$ cat src/rtl/rgbw_pkg.sv
// Shared definitions for the RGBW frame sequencer.
//   state_t            : FSM encoding (HUNT/PAYLOAD/CHECK/COMMIT)
//   PAYLOAD_LEN        : bytes captured after the sync byte
//   IDX_LINT..IDX_MODE : shadow register slot for each payload byte
//   DEFAULT_SYNC_BYTE  : frame start marker
package rgbw_pkg;

  typedef enum logic [1:0] {
    HUNT    = 2'd0,
    PAYLOAD = 2'd1,
    CHECK   = 2'd2,
    COMMIT  = 2'd3
  } state_t;

  localparam int PAYLOAD_LEN = 7;

  localparam int IDX_LINT  = 0;
  localparam int IDX_COLOR = 1;
  localparam int IDX_RED   = 2;
  localparam int IDX_GREEN = 3;
  localparam int IDX_BLUE  = 4;
  localparam int IDX_WHITE = 5;
  localparam int IDX_MODE  = 6;

  localparam logic [7:0] DEFAULT_SYNC_BYTE = 8'h55;

endpackage

$ cat src/rtl/rgbw_rdy_edge_sync.sv
// Brings the SPI byte-ready level into the clk domain and turns its rising
// edge into a strobe.
//   clk    : system clock
//   reset  : synchronous, active-low
//   ce     : clock enable; flops advance only when high
//   rx_rdy : byte-ready level, asynchronous to clk
//   strobe : s2 & ~s3, high for one ce period per rising edge of rx_rdy
module rgbw_rdy_edge_sync (
  input  logic clk,
  input  logic reset,
  input  logic ce,
  input  logic rx_rdy,
  output logic strobe
);

  logic s1, s2, s3;

  always_ff @(posedge clk) begin
    if (!reset) begin
      s1 <= 1'b0;
      s2 <= 1'b0;
      s3 <= 1'b0;
    end else if (ce) begin
      s1 <= rx_rdy;
      s2 <= s1;
      s3 <= s2;
    end
  end

  assign strobe = s2 & ~s3;

endmodule

$ cat src/rtl/rgbw_frame_sequencer.sv
// Frame sequencer for the RGBW SPI register path. Hunts for SYNC_BYTE,
// captures a 7-byte payload into shadows and commits all outputs on a single
// edge so the colour generator never sees a mix of two frames. A stalled
// frame is aborted after TIMEOUT_CYCLES strobe-less ce cycles.
// Optional build macro: RGBW_FRAME_CHECKSUM_EN adds a trailing XOR byte
// that must match before the commit.
//   clk, reset (sync, active-low), ce (half-rate tick)
//   rx_byte, rx_rdy      : SPI receiver byte and ready level
//   lint..mode           : committed frame fields
//   frame_ok / frame_err : one-ce-period pulses (commit / abort)
//   busy                 : state is not HUNT
//
// state   | meaning
// HUNT    | discard bytes until SYNC_BYTE
// PAYLOAD | store bytes into shadow[idx], inter-byte timeout running
// CHECK   | wait for checksum byte (checksum build only)
// COMMIT  | load outputs from shadows, pulse frame_ok, act as HUNT for strobes
module rgbw_frame_sequencer
  import rgbw_pkg::*;
#(
  parameter logic [7:0] SYNC_BYTE      = DEFAULT_SYNC_BYTE,
  parameter int         TIMEOUT_CYCLES = 50000,
  parameter int         TO_W           = 16
) (
  input  logic       clk,
  input  logic       reset,
  input  logic       ce,
  input  logic [7:0] rx_byte,
  input  logic       rx_rdy,
  output logic [7:0] lint,
  output logic [7:0] color_idx,
  output logic [7:0] red,
  output logic [7:0] green,
  output logic [7:0] blue,
  output logic [7:0] white,
  output logic [7:0] mode,
  output logic       frame_ok,
  output logic       frame_err,
  output logic       busy
);

  localparam logic [TO_W-1:0] TO_LAST  = TO_W'(TIMEOUT_CYCLES - 1);
  localparam logic [2:0]      IDX_LAST = 3'(PAYLOAD_LEN - 1);

  state_t          state, state_n;
  logic [2:0]      idx, idx_n;
  logic [TO_W-1:0] to_cnt, to_cnt_n;
  logic [7:0]      shadow [PAYLOAD_LEN];
  logic            strobe, store, load, frame_ok_n, frame_err_n, to_hit;

  rgbw_rdy_edge_sync u_sync (
    .clk    (clk),
    .reset  (reset),
    .ce     (ce),
    .rx_rdy (rx_rdy),
    .strobe (strobe)
  );

  // Abort on the TIMEOUT_CYCLES-th consecutive ce cycle without a strobe.
  assign to_hit = (to_cnt == TO_LAST);
  assign busy   = (state != HUNT);

`ifdef RGBW_FRAME_CHECKSUM_EN
  logic [7:0] csum;

  always_comb begin
    csum = '0;
    for (int i = 0; i < PAYLOAD_LEN; i++) csum = csum ^ shadow[i];
  end
`endif

  always_ff @(posedge clk) begin
    if (!reset) begin
      state     <= HUNT;
      idx       <= '0;
      to_cnt    <= '0;
      frame_ok  <= 1'b0;
      frame_err <= 1'b0;
      lint      <= '0;
      color_idx <= '0;
      red       <= '0;
      green     <= '0;
      blue      <= '0;
      white     <= '0;
      mode      <= '0;
      for (int i = 0; i < PAYLOAD_LEN; i++) shadow[i] <= '0;
    end else if (ce) begin
      state     <= state_n;
      idx       <= idx_n;
      to_cnt    <= to_cnt_n;
      frame_ok  <= frame_ok_n;
      frame_err <= frame_err_n;
      if (store) shadow[idx] <= rx_byte;
      if (load) begin
        lint      <= shadow[IDX_LINT];
        color_idx <= shadow[IDX_COLOR];
        red       <= shadow[IDX_RED];
        green     <= shadow[IDX_GREEN];
        blue      <= shadow[IDX_BLUE];
        white     <= shadow[IDX_WHITE];
        mode      <= shadow[IDX_MODE];
      end
    end
  end

  always_comb begin
    state_n     = state;
    idx_n       = idx;
    to_cnt_n    = to_cnt;
    store       = 1'b0;
    load        = 1'b0;
    frame_ok_n  = 1'b0;
    frame_err_n = 1'b0;
    case (state)
      HUNT, COMMIT: begin
        // COMMIT lasts one ce cycle; a strobe landing here is treated as in HUNT.
        load       = (state == COMMIT);
        frame_ok_n = (state == COMMIT);
        state_n    = HUNT;
        if (strobe && (rx_byte == SYNC_BYTE)) begin
          state_n  = PAYLOAD;
          idx_n    = '0;
          to_cnt_n = '0;
        end
      end
      PAYLOAD: begin
        // Strobe takes priority over a coincident timeout.
        if (strobe) begin
          store    = 1'b1;
          idx_n    = idx + 3'd1;
          to_cnt_n = '0;
          if (idx == IDX_LAST) begin
`ifdef RGBW_FRAME_CHECKSUM_EN
            state_n = CHECK;
`else
            state_n = COMMIT;
`endif
          end
        end else if (to_hit) begin
          frame_err_n = 1'b1;
          state_n     = HUNT;
          to_cnt_n    = '0;
        end else begin
          to_cnt_n = to_cnt + TO_W'(1);
        end
      end
`ifdef RGBW_FRAME_CHECKSUM_EN
      CHECK: begin
        if (strobe) begin
          to_cnt_n = '0;
          if (rx_byte == csum) begin
            state_n = COMMIT;
          end else begin
            frame_err_n = 1'b1;
            state_n     = HUNT;
          end
        end else if (to_hit) begin
          frame_err_n = 1'b1;
          state_n     = HUNT;
          to_cnt_n    = '0;
        end else begin
          to_cnt_n = to_cnt + TO_W'(1);
        end
      end
`endif
      default: state_n = HUNT;
    endcase
  end

endmodule

$ cat config.mk
export PLATFORM = sky130hd
export DESIGN_NAME = rgbw_frame_sequencer
export DESIGN_NICKNAME = d
export VERILOG_FILES = /design/src/rtl/rgbw_pkg.sv /design/src/rtl/rgbw_rdy_edge_sync.sv /design/src/rtl/rgbw_frame_sequencer.sv
export SDC_FILE = /design/constraint.sdc
export NUM_CORES = 1
export LEC_CHECK = 0
export CORE_MARGIN = 2
export CORE_UTILIZATION = 59
export DETAILED_ROUTE_END_ITERATION = 6
export PLACE_DENSITY = 0.84
export SYNTH_ARGS = -nofsm -noshare
export SYNTH_HDL_FRONTEND = slang
export SYNTH_HIERARCHICAL = 1
export SYNTH_SLANG_ARGS = --single-unit
$ cat constraint.sdc
create_clock -name clk -period 3.5 [get_ports clk]
set_input_delay 0.7 -clock clk [delete_from_list [all_inputs] [get_ports clk]]
set_output_delay 0.7 -clock clk [all_outputs]
set_load 0.05 [all_outputs]
==> summary.md <==
| Metric | Value |
|---|---|
| Top cells by count, synth | nand2_1 (152), dfxtp_1 (90), a21oi_1 (59) |
| Final setup fails | 0 |
| Initial antenna violation count | 0 |
| Clock tree root buffer cell | clkbuf_8 |
| Max-cap check violation count | 0 |
| Layout cell share with drive strength beyond 1 | 0.0755 |
| Worst EP required | 3.87 ns |
| Initial Util | 0.601 |
| Die H | 100 µm |
| WL/cell | 16.8 µm |
| GRT Util Overall | 0.268 |
| Type of origin of the critical path | register |
| Setup crit end | to_cnt[15] |
| Syn_nets | between 500 and 600 |
| Finished Core Util | 0.754 |
| Crit path depth | 6 |
| Slew @ Worst Pin | around 0.73 ns |
| Top FF cell, synth | dfxtp_1 |
| Top-count cell post-synth | nand2_1 |
| Mapped cell area | around 5500 µm² |
| Met1 wire length | approximately 5400 µm |
| CP endpoint kind | register |
| Hold crit path type | register to register |
| GPL Wtd Cong | 0.845 |
| Status | completed |
| Pwr Density | 509 nW/µm² |
| Critical-path top delay cell | a211oi_1 |
| Max Clock Skew | 0.00768 ns |
| Row count | 35 |
| Hpwl dp | 8080 µm |
| Area Growth Syn to Fin | 25.4% |
| Worst-Skew Late Latency | 0.53 ns |
| FF-to-FF Start | state[0] |
| Clock sink total | approximately 140 |
| CP delay by family, top | compound AO/OA/AOI/OAI gates |
| Synth cell types | 47 |
| Hold Fails Final Rpt | 0 |
| Final worst slack | between 0.6 and 0.7 ns |
| Crit path buf inv count | 1 |
| GRT Residual Overflow | 0 |
| Setup Crit Path Kind | register to register |
| Number of flops mapped to enable cells by yosys | 48 |
| Port bufs | 70 |
| Sequential share of the synthesized area | 0.592 |
| Largest net degree at the start of global routing | 61 |
| Top Ports | between 70 and 80 |
| Final min period | approximately 2.9 ns |
| Largest cells by area after synthesis | dfxtp_1 (33%), edfxtp_1 (26%), nand2_1 (10%) |
| Period utilization | 0.823 |
| Synth async-reset ratio | 0 |
| R2R depth | 6 |
| Reg-to-Reg End | to_cnt[15] |
| TritonCTS Buffers | 17 |
| DRC errors left | 0 |
| Top sig layer | met4 |
| CTS tree | yes |
| Diode count | 0 |
| RSZ-0062 raised after global routing | false |
| H-Tree Depth | 4 |
| FF+latch count, synth | 138 |
| Non-Filler Instances | 773 |
| Slowest stage delay, CP | 0.71 ns |
| Clock transition at the registers of the reported paths | approximately 0.060 ns |
| Worst setup startpoint | state[0] |
| Synth warn | 6 |
| Vias in the first global route | ~4400 |
| Total Die Area | 10100 µm² |
| Metal2 WL | approximately 6500 µm |
| R2R setup slack | slightly above 0.6 ns |
| Pleak | 0.00235 µW |
| Post_cts resized | 0 |
| Vias per cell | 5.86 |
| Max Clk Rate | 347 MHz |
| DR pass1 iterations | 4 |
| Arrival time worst endpoint | 3.25 ns |
| Top cell type's share of synthesized area | 0.329 |
| Met3 wire len | slightly above 700 µm |
| DRT iter0 DRCs | 295 |
| CP most frequent cell | a211oi_1 |
| Routed WL | between 10000 and 15000 µm |
| CP Max Fanout | 19 |
| Final antenna-violating net count | 0 |
| First-pass GRT wire length | 21100 µm |
| Post-Route Setup TNS | 0 ns |
| Cts hold-fix bufs | 0 |
| Routed vias | 4527 |
| Maximum VDD drop | between 0.3 and 0.4 mV |
| Avg Cell Area, Syn | approximately 9.5 µm² |
| Gate Count Post-Synth | roughly 580 |
| Clk buf depth | 2 |
| Die span in x | 100 µm |
| Placed cells | 741 |
| Core ar. | 9110 µm² |
| Layout Nets | 668 |
| Slew margin rel. | 0.509 |
| # Post-CTS Setup Buffers | 0 |
| Fin. max-slew vios | 0 |
| Largest area contributor in the netlist | dfxtp_1 |
| Dpl ws | roughly 0.29 ns |
| Critical-path cell list | inv_1 > ha_1 > or4b_4 > o31a_1 > a211oi_1 > a211oi_1 |
==> sequential cells by signal, indices dropped and copies added (netlist names) <==
register,cells
u_sync/s3,1
state,2
idx,3
u_sync/s1,1
frame_ok,1
red,8
shadow,56
u_sync/s2,1
lint,8
blue,8
frame_err,1
white,8
green,8
mode,8
to_cnt,16
color_idx,8
==> area by class of cell <==
class / count / area (µm²)
flip-flops and latches: 138 / 3240
fillers: 607 / 2240
multi-input cells: 392 / 2050
repair buffers: 83 / 798
clock buffers: 17 / 414
clock inverters: 15 / 163
well taps: 111 / 139
inverters: 17 / 63.8
==> layout by cell type, fill, tap and decap left out, types with 3 or more instances in the layout <==
cell | Yosys | layout
nand2_1 | 152 | 152
dfxtp_1 | 90 | 90
clkdlybuf4s50_1 | 0 | 70
a21oi_1 | 59 | 59
nor2_1 | 53 | 53
edfxtp_1 | 48 | 48
clkbuf_16 | 0 | 16
inv_1 | 15 | 15
buf_4 | 0 | 13
mux2i_1 | 12 | 12
nand4_1 | 9 | 9
nand3_1 | 8 | 8
nor2b_1 | 8 | 8
o31ai_1 | 8 | 8
or4_1 | 7 | 7
a211oi_1 | 7 | 7
ha_1 | 7 | 7
inv_6 | 0 | 6
nor3_1 | 5 | 5
and3_1 | 5 | 5
o21ai_0 | 4 | 4
and2_1 | 5 | 4
o221ai_1 | 4 | 4
and4_1 | 3 | 3
nand2b_1 | 3 | 3
clkinv_1 | 2 | 3
clkinvlp_4 | 0 | 3
==> metal layers <==
metal,track usage,vias up
li1,-,2151
met1,0.341,2167
met2,0.438,173
met3,0.0592,36
met4,0.124,0
met5,0,-
==> metrics by stage <==
step	cell area, µm²	hold slack, ns	power [µW]
after floorplan	5480	0.431	1750
after global placement	6290	0.442	1780
after detailed placement	6290	0.444	1780
after CTS	6870	0.454	3510
after global routing	6870	0.472	3580
final	6870	0.454	3500
==> worst register-to-register path, stage by stage (launching register included) <==
cell and delay [ns]:
dfxtp_1 0.40, inv_1 0.10, ha_1 0.36, or4b_4 0.54, o31a_1 0.52, a211oi_1 0.72
a211oi_1 0.10
==> power by group <==
part	switching (µW)	total [µW]	internal (µW)	leakage, µW
Combinational	45.8	68.9	23.1	0.000859
Sequential	6.26	1680	1670	0.00122
Clock	720	1750	1030	0.000274
Total	773	3500	2720	0.00235
==> worst min path at each step <==
stage | slack [ns] | from | depth (start not counted) | end
floorplan | 0.43 | shadow[6][0] | 2 | mode[0]
global placement | 0.44 | shadow[6][2] | 2 | mode[2]
detailed placement | 0.44 | shadow[6][1] | 2 | mode[1]
CTS | 0.45 | shadow[6][7] | 2 | mode[7]
global route | 0.47 | shadow[6][6] | 2 | mode[6]
finish | 0.45 | color_idx[4] | 2 | color_idx[4]
==> logic make-up (layout without fill, tap and decap cells) <==
logic type               after synthesis  after routing  synth area share
AO/OA/AOI/OAI                        101            101             0.113
multiplexers                          12             12            0.0219
flip-flops                           138            138             0.592
AND/OR/NAND/NOR                      272            272             0.223
buffers and inverters                 48            132            0.0343
adder cells (fa/ha/maj)                7              7            0.0160
Power figures use the tool's default switching activity.
